`src/rtl/i2c_reg_reader.sv`:
```
// Purpose: autonomous I2C register-read sequencer driving the i2c peripheral's register bus.
// Latency: one bus action per cycle; each command waits for the peripheral ready handshake.
// Backpressure: a start request is taken only in IDLE; peripheral steps are bounded by a watchdog.
module i2c_reg_reader #(
  parameter int TIMEOUT_CYCLES = 1048576
) (
  input  logic        clk,
  input  logic        reset,
  input  logic        start,
  input  logic [6:0]  dev_addr,
  input  logic [7:0]  reg_addr,
  input  logic [1:0]  nbytes,
  input  logic [15:0] clk_div,
  output logic        busy,
  output logic        done,
  output logic        nack,
  output logic        timeout,
  output logic [31:0] rdata,
  output logic [3:0]  bus_addr,
  output logic [31:0] bus_wdata,
  output logic        bus_we,
  input  logic [31:0] bus_rdata
);

  localparam logic [3:0]  ADDR_SPEED = 4'd10;
  localparam logic [3:0]  ADDR_FLAG  = 4'd13;
  localparam logic [3:0]  ADDR_DATA  = 4'd14;
  localparam logic [31:0] CMD_START  = 32'h0000_4000;
  localparam logic [31:0] CMD_CONT   = 32'h0000_1000;
  localparam logic [31:0] CMD_STOP   = 32'h0000_0800;

  // Watchdog wide enough to hold TIMEOUT_CYCLES itself.
  localparam int             WDW     = $clog2(TIMEOUT_CYCLES + 1);
  localparam logic [WDW-1:0] WD_LAST = WDW'(TIMEOUT_CYCLES - 1);

  typedef enum logic [3:0] {
    IDLE, SPEED, LD_AW, ST1, LD_REG, CONT_REG, LD_AR, ST2, RD_CONT, RD_CAP, STOP, FIN
  } state_t;

  // Sub-phases of one peripheral command: write it, see ready drop, see ready return.
  typedef enum logic [1:0] {
    PH_WR, PH_LO, PH_HI
  } phase_t;

  state_t         state;
  phase_t         phase;
  logic [WDW-1:0] wdog;
  logic [2:0]     cnt;
  logic [6:0]     dev_q;
  logic [7:0]     reg_q;
  logic [15:0]    div_q;
  logic [31:0]    exec_cmd;
  logic           ack_check;
  logic           ready;
  logic           ack;
  logic           unused_rdata;

  assign ready        = bus_rdata[15];
  assign ack          = bus_rdata[13];
  assign unused_rdata = ^{bus_rdata[31:24], bus_rdata[14], bus_rdata[12:0]};

  // Address and register-byte phases are the only ones whose ack matters.
  assign ack_check = (state == ST1) || (state == CONT_REG) || (state == ST2);

  // Command word issued by whichever command-executing state is active.
  always_comb begin
    exec_cmd = CMD_CONT;
    case (state)
      ST1, ST2: exec_cmd = CMD_START;
      STOP:     exec_cmd = CMD_STOP;
      default:  exec_cmd = CMD_CONT;
    endcase
  end

  // Sequencer: all bus outputs and status are registered here.
  always_ff @(posedge clk) begin
    if (!reset) begin
      state     <= IDLE;
      phase     <= PH_WR;
      wdog      <= '0;
      cnt       <= '0;
      dev_q     <= '0;
      reg_q     <= '0;
      div_q     <= '0;
      busy      <= 1'b0;
      done      <= 1'b0;
      nack      <= 1'b0;
      timeout   <= 1'b0;
      rdata     <= '0;
      bus_addr  <= ADDR_FLAG;
      bus_wdata <= '0;
      bus_we    <= 1'b0;
    end else begin
      // Idle bus default: point at the flag register so ready/ack can be polled.
      bus_we   <= 1'b0;
      bus_addr <= ADDR_FLAG;
      done     <= 1'b0;

      case (state)
        IDLE: begin
          if (start) begin
            dev_q   <= dev_addr;
            reg_q   <= reg_addr;
            div_q   <= clk_div;
            cnt     <= (nbytes == 2'd0) ? 3'd4 : {1'b0, nbytes};
            nack    <= 1'b0;
            timeout <= 1'b0;
            rdata   <= '0;
            busy    <= 1'b1;
            state   <= SPEED;
          end
        end

        SPEED: begin
          bus_we    <= 1'b1;
          bus_addr  <= ADDR_SPEED;
          bus_wdata <= {div_q, 16'h0000};
          state     <= LD_AW;
        end

        LD_AW: begin
          bus_we    <= 1'b1;
          bus_addr  <= ADDR_DATA;
          bus_wdata <= {8'h00, dev_q, 1'b0, 16'h0000};
          state     <= ST1;
        end

        LD_REG: begin
          bus_we    <= 1'b1;
          bus_addr  <= ADDR_DATA;
          bus_wdata <= {8'h00, reg_q, 16'h0000};
          state     <= CONT_REG;
        end

        LD_AR: begin
          bus_we    <= 1'b1;
          bus_addr  <= ADDR_DATA;
          bus_wdata <= {8'h00, dev_q, 1'b1, 16'h0000};
          state     <= ST2;
        end

        ST1, CONT_REG, ST2, RD_CONT, STOP: begin
          if (phase == PH_WR) begin
            bus_we    <= 1'b1;
            bus_addr  <= ADDR_FLAG;
            bus_wdata <= exec_cmd;
            wdog      <= '0;
            phase     <= PH_LO;
          end else if (phase == PH_LO && !ready) begin
            // Ready only drops a couple of cycles after the write; wait for it first.
            phase <= PH_HI;
            wdog  <= wdog + WDW'(1);
          end else if (phase == PH_HI && ready) begin
            phase <= PH_WR;
            if (ack_check && !ack) begin
              // The peripheral releases the bus on its own after a NACK.
              nack  <= 1'b1;
              done  <= 1'b1;
              busy  <= 1'b0;
              state <= FIN;
            end else begin
              case (state)
                ST1:      state <= LD_REG;
                CONT_REG: state <= LD_AR;
                ST2:      state <= RD_CONT;
                RD_CONT: begin
                  bus_addr <= ADDR_DATA;
                  state    <= RD_CAP;
                end
                default: begin
                  done  <= 1'b1;
                  busy  <= 1'b0;
                  state <= FIN;
                end
              endcase
            end
          end else if (wdog >= WD_LAST) begin
            // Watchdog abort: one STOP, then finish without waiting on ready.
            timeout   <= 1'b1;
            bus_we    <= 1'b1;
            bus_addr  <= ADDR_FLAG;
            bus_wdata <= CMD_STOP;
            phase     <= PH_WR;
            state     <= FIN;
          end else begin
            wdog <= wdog + WDW'(1);
          end
        end

        RD_CAP: begin
          rdata <= {rdata[23:0], bus_rdata[23:16]};
          cnt   <= cnt - 3'd1;
          state <= (cnt == 3'd1) ? STOP : RD_CONT;
        end

        FIN: begin
          // Normal and NACK paths arrive with done already raised; the abort path raises it here.
          if (busy) begin
            done <= 1'b1;
            busy <= 1'b0;
          end else begin
            state <= IDLE;
          end
        end

        default: state <= IDLE;
      endcase
    end
  end

endmodule

```
`config.mk`:
```
export PLATFORM = sky130hd
export DESIGN_NAME = i2c_reg_reader
export DESIGN_NICKNAME = d
export VERILOG_FILES = /design/src/rtl/i2c_reg_reader.sv
export SDC_FILE = /design/constraint.sdc
export NUM_CORES = 1
export LEC_CHECK = 0
export BUFFER_PORTS_ARGS = -buffer_cell sky130_fd_sc_hd__buf_2
export CAP_MARGIN = 10
export CORE_MARGIN = 5
export CORE_UTILIZATION = 35
export DETAILED_ROUTE_END_ITERATION = 8
export MAX_ROUTING_LAYER = met4
export PLACE_DENSITY_LB_ADDON = 0.05
export RECOVER_POWER = 25
export REMOVE_ABC_BUFFERS = 1
export SYNTH_ARGS = -nofsm -noshare
export SYNTH_HDL_FRONTEND = slang
export SYNTH_SLANG_ARGS = --single-unit
```
`constraint.sdc`:
```
create_clock -name clk -period 3.1 [get_ports clk]
set_clock_uncertainty 0.2 [all_clocks]
set_input_delay 0.62 -clock clk [delete_from_list [all_inputs] [get_ports clk]]
set_output_delay 0.62 -clock clk [all_outputs]
set_load 0.01 [all_outputs]
```
# ---- Word level (Yosys, flattened, before mapping)
# Index checks and enable logic that the tools add are counted.
dict set report word_totals {
  ff_bits 134
  in_bits 68
  out_inout_bits 73
}
dict set report classes {
  n_addsub 2
  magnitude_cmp 1
  n_eq_ne 29
  mux 65
  n_reduce_logical 29
}
# operator count
set ops {}
lappend ops {{$mux 32} 5}
lappend ops {{$pmux 32 s5} 1}
lappend ops {{$mux 21} 4}
lappend ops {{$pmux 32 s2} 1}
lappend ops {{$mux 4} 10}
lappend ops {{$pmux 4 s8} 1}
lappend ops {{$pmux 15 s2} 1}
lappend ops {{$mux 1} 25}
lappend ops {{$add 21x1->21 const B} 1}
lappend ops {{$ge 21x20->1 const B} 1}
lappend ops {{$ne 3x3->1 const B} 7}
lappend ops {{$reduce_and 6->1} 3}
lappend ops {{$eq 4x3->1 const B} 4}
lappend ops {{$eq 4x4->1 const B} 4}
lappend ops {{$ne 2x2->1 const B} 8}
lappend ops {{$pmux 4 s4} 1}
lappend ops {{$mux 2} 7}
lappend ops {{$pmux 4 s3} 1}
lappend ops {{$eq 4x2->1 const B} 2}
lappend ops {{$pmux 1 s2} 4}
lappend ops {{$reduce_or 4->1} 2}
lappend ops {{$mux 3} 2}
lappend ops {{$pmux 3 s2} 1}
lappend ops {{$reduce_and 2->1} 3}
lappend ops {{21 further kinds} 27}

# ---- Depth between registers and ports, before layout
# Gate-level depths: netlist of run 1.
dict set report depth {
  depth_word 9
  depth_mapped 9
  ltp_nobuf 7
}

# ---- Worst setup path before layout of run 1
# No wires, ideal clock.
dict set report synth_timing {
  path_kind {reg-to-reg}
  from {register wdog[0]}
  to {register wdog[1]}
  arrival_time_ps 1897
  required_time_ps 2830
  slack_ps 932
  stages_incl_launch_ff 8
  period_less_slack_ps 2168
  cell_sequence {dfxtp_1 > ha_1 > nand2b_1 > a31oi_2 > o21ai_2 > buf_2 > or3b_1 > a21oi_1}
}
dict set report synth_between {
  elab_chain_cells 5
  elab_cells_between_ends 8
  classes_between {1 x add/sub; 1 x order compare; 1 x eq/ne; 4 x mux; 1 x reduce/logical}
}
# item line
set synth_rtl {}
lappend synth_rtl {{start, declared} 47} ;# logic [WDW-1:0] wdog;
lappend synth_rtl {{start signal, assigned} 152} ;# wdog <= wdog + WDW'(1);
lappend synth_rtl {{start signal, assigned} 186} ;# wdog <= wdog + WDW'(1);
lappend synth_rtl {{$add 21x1->21} {152, 186}}
lappend synth_rtl {{$mux 21} 177} ;# end else if (wdog >= WD_LAST) begin
lappend synth_rtl {{$mux 21} 153} ;# end else if (phase == PH_HI && ready) begin
lappend synth_rtl {{$mux 21} 149} ;# end else if (phase == PH_LO && !ready) begin
lappend synth_rtl {{$mux 21} 143} ;# if (phase == PH_WR) begin
# Parallel ways exist; a longest one is shown, timed or not. The select of a mux whose other input is x is not followed.
# A chain may end at the register's enable or synchronous reset.

# ---- Final worst setup path of run 1
dict set report layout_timing {
  from {register state[1]}
  to {register wdog[7]}
}
dict set report layout_between {
  elab_chain_cells 3
  elab_cells_between_ends 7
  classes_between {5 x eq/ne; 2 x reduce/logical}
}
# item line
set layout_rtl {}
lappend layout_rtl {{start, declared} 45} ;# state_t state;
lappend layout_rtl {{start signal, assigned} 193} ;# state <= (cnt == 3'd1) ? STOP : RD_CONT;
lappend layout_rtl {{$eq 4x2->1, or another cell as far along} 99} ;# case (state)
lappend layout_rtl {{$reduce_or 5->1 *} 99}
lappend layout_rtl {{$reduce_and 3->1 (no source line) *} --}
# Mark *: on every way between the ends. The rest lies on a longest branch, timed or not.

==> summary.txt, run 1 <==
Power
  – Leak Pwr: between 0.002 and 0.0025 uW
  – NetSw: 1910 uW
  – Clock power frac: 36.7%
  – Worst vdd ir: 0.000419 V
  – Pint: 3480 uW
  – Flop pwr share: 34.7%
  – Cell area power density: 821 nW/um2
  – Switching Share: 35.5%
  – Combinational fraction of design power: roughly 29%

CTS
  – Bufs on Longest Clock Path: 2
  – CTS tree: done
  – Hold Buf Count CTS: 0
  – Num CTS Buffers: 17
  – Post_cts resized: 0
  – Clk_lat worst skew: 0.41 ns
  – Setup Buffers After CTS: 0
  – Root buffer cell: clkbuf_16
  – Htree depth: 4
  – Clock sink count: 120
  – Reg clk slew, reported paths: around 0.060 ns

Worst setup path
  – CP max stage cell: dfxtp_1
  – Delay-heaviest family, CP: simple AND/OR/NAND/NOR gates
  – Worst R2R Path Depth: 7
  – WP data required: 3.25 ns
  – CP Buf/Inv Count: 1
  – Reg2reg end: wdog[7]
  – Crit Path Category: flop to flop
  – Data arrival time of the critical path: 2.65 ns
  – R2r startpoint: state[1]
  – CP startpoint kind: flop
  – CP Max Fanout: 12
  – CP Capture Type: flop
  – CP Cell Sequence: or2_1 -> a21oi_4 -> nor2_2 -> buf_4 -> o2111ai_1 -> or3_1 -> a21oi_1
  – Slowest stage delay, CP: 0.63 ns
  – Setup slack, reg-to-reg: about 0.6 ns

Yosys
  – Cell Area, Synth: 5400 um2
  – Compound-gate portion of the synthesized area: 18.9%
  – Area share of fa/ha/maj cells after synthesis: less than 1%
  – Post-Synth Simple-Gate Area: between 20 and 30%
  – Syn Inst Count: 688
  – Synth Area in XOR/XNOR: 1.78%
  – Sequential share of the synthesized area: around 44%
  – Syn Area/Cell: 7.85 um2
  – EDFF count, synth: 0
  – Synth async-reset ratio: 0%
  – Netlist cell types: 62
  – Main combinational cell family by area after synthesis: simple AND/OR/NAND/NOR gates
  – #FFs+latches synth: 120
  – Yosys warning total: 0
  – Dominant synthesized flop cell: dfxtp_1
  – Post-synthesis mux area share: 1.69%

Min path
  – HP Class: input port to flop
  – Hold Path Stages: 3
  – Min-Delay Startpoint: dev_addr[6]
  – Hold EP: dev_q[6]

Floorplan
  – Die W: between 100 and 150 um
  – Die height: 134 um
  – Initial core utilization: 35.7%
  – IO Pins: 141
  – Die Area: 18,000 um2
  – Row count: 45
  – Area of the core: between 15,000 and 20,000 um2

Global route
  – Initial antenna violation count: 0
  – Largest net degree at the start of global routing: 67
  – Vias in the first global route: around 4,800
  – Global route overflow: 0
  – Gr usage total: 16.9%
  – First-pass GRT wire length: 23.8 mm

STA
  – Endpoints failing hold: 0
  – Max-slew violation count: 0
  – Fin crit share: 80.6%
  – # setup viols final: 0
  – Max Freq: around 0.4 GHz
  – RSZ-0062 raised after global routing: false
  – Setup TNS Final: 0 ns
  – Final min period: 2.50 ns
  – Rel. slew slack: 44.0%
  – Final hold slack: 0.236 ns
  – Slew @ Worst Pin: 0.834 ns
  – Setup ws final: ~0.6 ns

Layout
  – # nets final: 843
  – Layout Cells excl Fill: 973
  – Commonest non-fill, non-tap cell in the layout: nand2_1
  – Layout cells sized above 1: around 15%
  – P&R area growth vs syn: 21.8%
  – Antenna cells: 0
  – Fill count: 1,580
  – Final Core Density: 43.4%
  – FF/Latch Area: approximately 2400 um2
  – Most frequent cells in the layout: nand2_1 (130), dfxtp_1 (120), a21oi_1 (86)
  – Multi-input combinational cell area: 2680 um2

Place
  – Post-DP HPWL: slightly below 10 mm
  – I/O Buffers: 104
  – Dpl ws: approximately 0.6 ns
  – Final GP Congestion: ~0.77
  – Inst Count DP: around 940

Detailed routing
  – Final WL: 14.7 mm
  – Vias: 5,025
  – DR WL/cell: 15.1 um
  – Via density: 5.16
  – DR pass1 iterations: 5
  – Post-route ant nets: 0
  – DRC: 0
  – DRT iter0 DRCs: 247

Outcome
  – Status: completed

Job
  – Max cap viols: 0
==> worst reg2reg max path, stage by stage, from the launching register on <==
cell	delay, ns
dfxtp_1	0.63
or2_1	0.42
a21oi_4	0.14
nor2_2	0.16
buf_4	0.21
o2111ai_1	0.20
or3_1	0.35
a21oi_1	0.14
==> synth_stat cells, drive strengths merged (2+ instances only) <==
master / number / area (um2)
clkbuf: 36 / 135
nor3b: 2 / 20.0
nor2: 51 / 194
a21oi: 87 / 447
nor4: 3 / 18.8
a22oi: 2 / 28.8
o21bai: 2 / 15.0
o31ai: 2 / 15.0
and3: 8 / 50.1
xor2: 10 / 87.6
mux2i: 8 / 80.1
and2: 5 / 33.8
nand4: 13 / 81.3
nand2b: 7 / 43.8
or4: 3 / 22.5
nand3b: 2 / 15.0
o211ai: 8 / 60.1
buf: 33 / 211
o21ai: 43 / 219
dfxtp: 120 / 2400
nor3: 8 / 45.0
a211o: 2 / 17.5
a31oi: 3 / 25.0
nand3: 47 / 235
inv: 6 / 22.5
a211oi: 3 / 22.5
nor2b: 2 / 12.5
conb: 2 / 7.51
or3: 6 / 37.5
o2111ai: 13 / 114
or3b: 2 / 17.5
nand2: 130 / 488
ha: 3 / 37.5
==> stage by stage <==
step / total power, uW / instance area (um2)
floorplan: 2840 / 5100
global placement: 3470 / 6030
detailed placement: 3490 / 6030
CTS: 5500 / 6630
global route: 5740 / 6580
finish: 5400 / 6580
==> layer usage <==
metal	routed length (um)	vias up	track usage, %
met5	0	-	-
met4	88	0	5.60
met3	871	8	5.66
met2	6770	113	25.4
met1	7000	2362	21.5
li1	-	2542	-
==> layout make-up <==
class / instances / share of cell area (%)
Clock buffer: 20 / 6.94
Clock inverter: 12 / 2.15
Inverter: 6 / 0.342
Multi-Input combinational cell: 505 / 40.8
Sequential cell: 120 / 36.5
Tap cell: 188 / 3.58
Timing Repair Buffer: 122 / 9.70
==> flip-flops by register name (all words and copies together), names as in the netlist, 3 cells and up <==
signal,cells
bus_addr,3
bus_wdata,19
cnt,3
dev_q,7
div_q,16
rdata,32
reg_q,8
state,4
wdog,21
==> logic make-up (layout without fill, tap and decap cells) <==
| family | after synthesis | in the layout |
|---|---|---|
| AOI/OAI and AO/OA | 172 | 172 |
| xor gates and xnor gates | 11 | 11 |
| adders and majority gates | 4 | 4 |
| buffers and inverters | 75 | 160 |
| DFF | 120 | 120 |
| muxes | 9 | 9 |
| other | 2 | 14 |
| and+or+nand+nor | 295 | 295 |
==> power groups by stage <==
| stage | sequential [uW] | clock (uW) | combinational (uW) |
|---|---|---|---|
| finish | 1870 | 1980 | 1540 |
| global route | 1900 | 2120 | 1730 |
| CTS | 1870 | 2040 | 1590 |
| detailed placement | 1900 | 0 | 1590 |
| global placement | 1900 | 0 | 1580 |
| floorplan | 1970 | 0 | 869 |
==> worst max-delay path by stage <==
| stage | from | end | slack (ns) | depth (start not counted) |
|---|---|---|---|---|
| global placement | state[1] | wdog[7] | 0.63 | 7 |
| CTS | state[1] | wdog[7] | 0.57 | 7 |
| detailed placement | state[1] | wdog[7] | 0.59 | 7 |
| floorplan | state[1] | cnt[2] | -0.72 | 6 |
| finish | state[1] | wdog[7] | 0.60 | 7 |
| global route | state[1] | wdog[7] | 0.44 | 7 |
(Power assumes the default switching activity.)
==> run 2, diff against run 1 <==
--- a/config.mk
+++ b/config.mk
@@ -5,6 +5,7 @@
 export SDC_FILE = /design/constraint.sdc
 export NUM_CORES = 1
 export LEC_CHECK = 0
+export ABC_AREA = 1
 export BUFFER_PORTS_ARGS = -buffer_cell sky130_fd_sc_hd__buf_2
 export CAP_MARGIN = 10
 export CORE_MARGIN = 5
==> constraint.sdc (replaced) <==
create_clock -name clk -period 2.4 [get_ports clk]
set_clock_uncertainty 0.2 [all_clocks]
set_input_delay 0.48 -clock clk [delete_from_list [all_inputs] [get_ports clk]]
set_output_delay 0.48 -clock clk [all_outputs]
set_load 0.01 [all_outputs]
==> summary.txt, run 2 <==
Global route
  – GR Util met1: 21.3%
  – M2 GR Usage: 24.9%
  – Initial antenna violation count: 0
  – Vias in the first global route: between 5,000 and 6,000
  – Largest net degree at the start of global routing: 47
  – Grt met3 use: 4.73%
  – Gr usage total: 16.4%
  – First-pass GRT wire length: 25.4 mm
  – Global route overflow: 0
  – Busiest layer in global routing: met2

Layout
  – Fill count: ~1,800
  – Leading registers by flop count: rdata: 32 flops, wdog: 21 flops, bus_wdata: 19 flops
  – Commonest non-fill, non-tap cell in the layout: nand2_1
  – Max reg flops: 32
  – Final Core Density: 42.9%
  – # nets final: 1,001
  – P&R area growth vs syn: 21.8%
  – Most frequent cells in the layout: nand2_1 (231), dfxtp_1 (120), a21oi_1 (102)
  – Final instance area: 7040 um2
  – Layout cells sized above 1: between 15 and 20%
  – Most flops, register: rdata
  – Antenna cells: 0

Worst setup path
  – Most used cell along the critical path: nand2_1
  – Data arrival time of the critical path: 2.26 ns
  – CP max stage cell: dfxtp_1
  – CP Capture Type: flop
  – Crit Path Category: flop to flop
  – CP Cell Sequence: nand2_1 -> inv_1 -> nand2_1 -> nand3_4 -> nand2_1 -> o21a_2 -> buf_12 -> nand3_1 -> nand2_1 -> nor2_1
  – WP data required: 2.54 ns
  – CP Max Fanout: 39
  – CP startpoint kind: flop
  – Slowest stage delay, CP: 0.53 ns

Place
  – Final GP Congestion: 0.862
  – Placed cell area: ~6500 um2
  – Post-DP HPWL: around 10 mm
  – I/O Buffers: ~100

Yosys
  – Synth top area cells: dfxtp_1 (42%), nand2_1 (15%), a21oi_1 (8.8%), nand3_1 (8.1%), nor2_1 (5.8%)
  – Area share of fa/ha/maj cells after synthesis: 0.649%
  – Synth top cells by count: nand2_1 (231), dfxtp_1 (120), a21oi_1 (102)
  – Compound-gate portion of the synthesized area: 15.3%
  – Largest area contributor in the netlist: dfxtp_1
  – Main combinational cell family by area after synthesis: simple AND/OR/NAND/NOR gates
  – Dominant synthesized flop cell: dfxtp_1
  – Syn Area/Cell: 6.95 um2
  – Sequential share of the synthesized area: 41.6%
  – Post-Synth Simple-Gate Area: a little under a third
  – Syn Inst Count: 831
  – Area fraction of the dominant cell type after synthesis: 41.6%
  – Synth async-reset ratio: 0%
  – Cell Area, Synth: 5780 um2
  – EDFF count, synth: 0
  – Post-synthesis mux area share: 0%
  – Yosys warning total: 0
  – Most frequent cell after synthesis: nand2_1
  – Netlist cell types: 34
  – Synth Area in XOR/XNOR: 1.67%
  – #FFs+latches synth: 120

CTS
  – Reg clk slew, reported paths: about 0.06 ns
  – Post_cts resized: 0
  – Clock sink count: 120
  – Setup Buffers After CTS: 0
  – Root buffer cell: clkbuf_16
  – Htree depth: 4
  – Bufs on Longest Clock Path: 2
  – Clk_lat worst skew: 0.41 ns
  – Hold Buf Count CTS: 0
  – CTS tree: done
  – Num CTS Buffers: 17

Detailed routing
  – DRT iter0 DRCs: 386
  – DRC: 0
  – Via density: 4.73
  – DR pass1 iterations: 5
  – Final WL: around 15 mm
  – DR WL/cell: roughly 13 um
  – Vias: 5,501
  – Post-route ant nets: 0

STA
  – Rel. slew slack: 52.5%
  – Final min period: between 2 and 2.5 ns
  – Slew @ Worst Pin: 0.712 ns
  – Max-slew violation count: 0
  – RSZ-0062 raised after global routing: false
  – # setup viols final: 0
  – Max Freq: ~0.47 GHz
  – Endpoints failing hold: 0
  – Fin crit share: 88.4%

Floorplan
  – Row count: 47
  – Area of the core: between 15,000 and 20,000 um2
  – Die Area: 19,200 um2
  – IO Pins: 141
  – Die W: 139 um
  – Initial core utilization: 35.2%
  – Die height: 139 um

Outcome
  – Status: completed

Power
  – Worst vdd ir: between 0.0005 and 0.0006 V
  – Total power: 7230 uW
  – Cell area power density: about 1000 nW/um2
  – Leak Pwr: 0.00270 uW

Job
  – Max cap viols: 0

Min path
  – HP Class: input port to flop
run 2: cell types whose count changed in the layout (fill, tap and decap cells not counted), sizes merged, moves of 7 or more:
cell | before | now
o211ai | 8 | 1
nor2 | 51 | 95
inv | 10 | 43
and3 | 8 | 0
mux2i | 8 | 0
nand3 | 47 | 95
nand2 | 130 | 236
a21oi | 87 | 121
o2111ai | 13 | 0
o21ai | 43 | 29
nand4 | 13 | 3
nand2b | 7 | 0
run 2: layout make-up:
| type | count | area (um2) | area share (%) |
|---|---|---|---|
| multi-input combinational | 620 | 2900 | 41.2 |
| clock buffer | 21 | 470 | 6.68 |
| sequential | 120 | 2400 | 34.1 |
| tap | 220 | 275 | 3.91 |
| inverter | 43 | 161 | 2.29 |
| timing repair buffer | 128 | 707 | 10.0 |
| clock inverter | 11 | 121 | 1.72 |
run 2: critical path: cells and delay by family, from the launching register on:
kind / cells / cell delay [ns]
and+or+nand+nor: 7 / 0.86
DFF: 1 / 0.53
AOI/OAI and AO/OA: 1 / 0.15
buffers and inverters: 2 / 0.29
run 2: path summary, 6_finish.rpt:
| path | from | endpoint | slack [ns] | cells after the start |
|---|---|---|---|---|
| max | state[1] | bus_wdata[19] | 0.28 | 10 |
| min | clk_div[2] | div_q[2] | 0.11 | 3 |
| max reg2reg | state[1] | bus_wdata[19] | 0.28 | 10 |
| min reg2reg | dev_q[4] | dev_q[4] | 0.25 | 2 |
run 2: stage by stage:
stage               setup TNS [ns]  setup slack, ns  hold slack (ns)  instances
detailed placement               0            0.302            0.238       1131
CTS                              0            0.279           0.0899       1163
global route                     0           0.0132            0.101       1163
global placement                 0            0.298            0.235       1131
finish                           0            0.279            0.113       1163
floorplan                   -25.69           -0.377            0.224        783
run 2: cell families after synthesis:
| family | count (synthesis) |
|---|---|
| buffers and inverters | 103 |
| other | 2 |
| flip-flops | 120 |
| AO/OA/AOI/OAI | 159 |
| adder cells (fa/ha/maj) | 3 |
| XOR/XNOR | 11 |
| AND/OR/NAND/NOR | 433 |
run 2: routing by layer:
| layer | routed length [um] | up-vias |
|---|---|---|
| met3 | 710 | 12 |
| met1 | 7390 | 2503 |
| met2 | 7000 | 110 |
| met4 | 144 | 0 |
| li1 | - | 2876 |
| met5 | 0 | - |
run 2: power breakdown:
part / total (uW) / leakage, uW / internal (uW) / switching, uW
Clock: 2540 / 0.000289 / 1610 / 930
Combinational: 2220 / 0.00144 / 807 / 1420
Sequential: 2470 / 0.000977 / 2300 / 172
==> run 3, diff against run 2 <==
--- a/config.mk
+++ b/config.mk
@@ -5,7 +5,6 @@
 export SDC_FILE = /design/constraint.sdc
 export NUM_CORES = 1
 export LEC_CHECK = 0
-export ABC_AREA = 1
 export BUFFER_PORTS_ARGS = -buffer_cell sky130_fd_sc_hd__buf_2
 export CAP_MARGIN = 10
 export CORE_MARGIN = 5
==> summary.txt, run 3 (synthesis results as in run 1) <==
Outcome
  – Status: completed

STA
  – Fin crit share: 94.8%
  – Slew @ Worst Pin: 0.681 ns
  – Max Freq: 0.439 GHz
  – Final min period: 2.28 ns
  – Max-slew violation count: 0
  – # setup viols final: 0
  – Endpoints failing hold: 0
  – Rel. slew slack: 54.3%

CTS
  – Reg clk slew, reported paths: 0.06 ns
  – Clk_lat worst skew: 0.41 ns
  – Htree depth: 4
  – Num CTS Buffers: 17
  – Hold Buf Count CTS: 0
  – CTS tree: done
  – Bufs on Longest Clock Path: 2
  – Clock sink count: 120
  – Root buffer cell: clkbuf_16

Layout
  – Most flops, register: rdata
  – # nets final: 867
  – Layout Cells excl Fill: 997
  – Final instance area: 6780 um2
  – Antenna cells: 0
  – Max reg flops: 32
  – Final Core Density: 44.8%
  – Leading registers by flop count: rdata: 32 flops, wdog: 21 flops, bus_wdata: 19 flops
  – Commonest non-fill, non-tap cell in the layout: nand2_1
  – Most frequent cells in the layout: nand2_1 (130), dfxtp_1 (120), a21oi_1 (86)
  – P&R area growth vs syn: 25.6%
  – Layout cells sized above 1: 18.5%
  – Fill count: 1,541

Power
  – Flop pwr share: 33.1%
  – Combinational fraction of design power: 31.1%
  – Cell area power density: roughly 1100 nW/um2
  – Clock power frac: 35.8%
  – Pint: 4690 uW
  – Leak Pwr: 0.00254 uW
  – NetSw: 2530 uW
  – Total power: 7220 uW
  – Worst vdd ir: 0.000565 V
  – Switching Share: 35.0%

Detailed routing
  – Vias: 5,094
  – Post-route ant nets: 0
  – DR pass1 iterations: 4
  – DRT iter0 DRCs: 252
  – DR WL/cell: 15.1 um
  – Via density: 5.11
  – Final WL: 15.1 mm
  – DRC: 0

Job
  – Max cap viols: 0

Place
  – Inst Count DP: 962
  – Post-DP HPWL: 10.3 mm
  – I/O Buffers: 104
  – Placed cell area: ~6200 um2
  – Final GP Congestion: between 0.8 and 0.9

Worst setup path
  – Reg2reg end: bus_wdata[11]
  – CP Capture Type: flop
  – Crit Path Category: flop to flop
  – CP startpoint kind: flop
  – CP Max Fanout: 14
  – R2r startpoint: wdog[3]
  – Data arrival time of the critical path: between 2 and 2.5 ns
  – WP data required: approximately 2.5 ns
  – Worst R2R Path Depth: 8
  – Setup slack, reg-to-reg: 0.12 ns

Global route
  – Vias in the first global route: a little under 5,000
  – Largest net degree at the start of global routing: 67
  – Grt met3 use: under 10%
  – Global route overflow: 0
  – M2 GR Usage: 26.1%
  – Gr usage total: 17.2%
  – Initial antenna violation count: 0
  – First-pass GRT wire length: roughly 25 mm
  – Busiest layer in global routing: met2
  – GR Util met1: ~22%

Floorplan
  – Initial core utilization: around 36%
  – Die Area: about 18,000 um2
  – Area of the core: 15,100 um2
  – IO Pins: 141
  – Die height: 134 um
  – Row count: 45
  – Die W: 134 um

Min path
  – Hold Path Stages: 3
  – Min-Delay Startpoint: bus_rdata[19]
  – Hold EP: rdata[3]
  – HP Class: input port to flop
-- run 3: cell count changes in the layout (fill, tap and decap cells not counted), moves of 11 or more --
cell	before	now
a21oi_1	102	86
a21oi_2	19	0
buf_4	18	39
inv_1	36	5
nand2_1	231	130
nand3_1	93	46
nand4_1	2	13
nor2_1	89	49
o2111ai_1	0	13
o21ai_1	1	16
-- run 3: worst max-delay path, stage by stage, from the launching register on --
cell and delay (ns):
dfxtp_1 0.39, nand4_1 0.23, nor3_2 0.26, a31oi_4 0.18
buf_4 0.19, a22oi_4 0.32, buf_12 0.18, nor2_1 0.04
a211oi_1 0.20
-- run 3: worst max-delay path by stage --
| stage | end | cells past startpoint | start |
|---|---|---|---|
| after floorplan | cnt[2] | 6 | state[1] |
| after global placement | bus_wdata[11] | 8 | wdog[3] |
| after detailed placement | bus_wdata[20] | 8 | wdog[3] |
| after CTS | bus_wdata[20] | 8 | wdog[3] |
| after global routing | bus_wdata[20] | 8 | wdog[3] |
| final | bus_wdata[11] | 8 | wdog[3] |
-- run 3: repair_timing --
action                     4_1_cts  5_1_grt
setup endpoints to repair        0       24
resized for setup                0        4
buffers inserted                 0        3
-- run 3: per-stage QoR --
stage	TNS [ns]	worst slack, ns	hold WS (ns)
after floorplan	-61.95	-1.42	0.236
after global routing	-0.0143	-0.00958	0.0935
after CTS	0	0.0547	0.0859
after global placement	0	0.0867	0.239
final	0	0.124	0.102
after detailed placement	0	0.0879	0.242
-- run 3: power groups by stage --
| stage | Sequential, uW | Combinational, uW | Clock [uW] |
|---|---|---|---|
| 2_1_floorplan | 2540 | 1120 | 0 |
| 3_3_place_gp | 2420 | 2220 | 0 |
| 3_5_place_dp | 2430 | 2240 | 0 |
| 4_1_cts | 2380 | 2240 | 2640 |
| 5_1_grt | 2420 | 2500 | 2740 |
| 6_report | 2390 | 2250 | 2580 |
-- run 3: final cells by class --
cell class | count | area [um2] | share of cell area, %
clock buffers | 20 | 467 | 6.88
repair buffers | 146 | 820 | 12.1
clock inverters | 12 | 140 | 2.07
well taps | 188 | 235 | 3.47
multi-input cells | 505 | 2700 | 39.7
inverters | 6 | 22.5 | 0.332
flip-flops and latches | 120 | 2400 | 35.4
-- run 3: routing by layer --
metal / up-vias / routed length [um]
li1: 2573 / -
met1: 2399 / 7040
met2: 109 / 6940
met3: 13 / 958
met4: 0 / 139
met5: - / 0
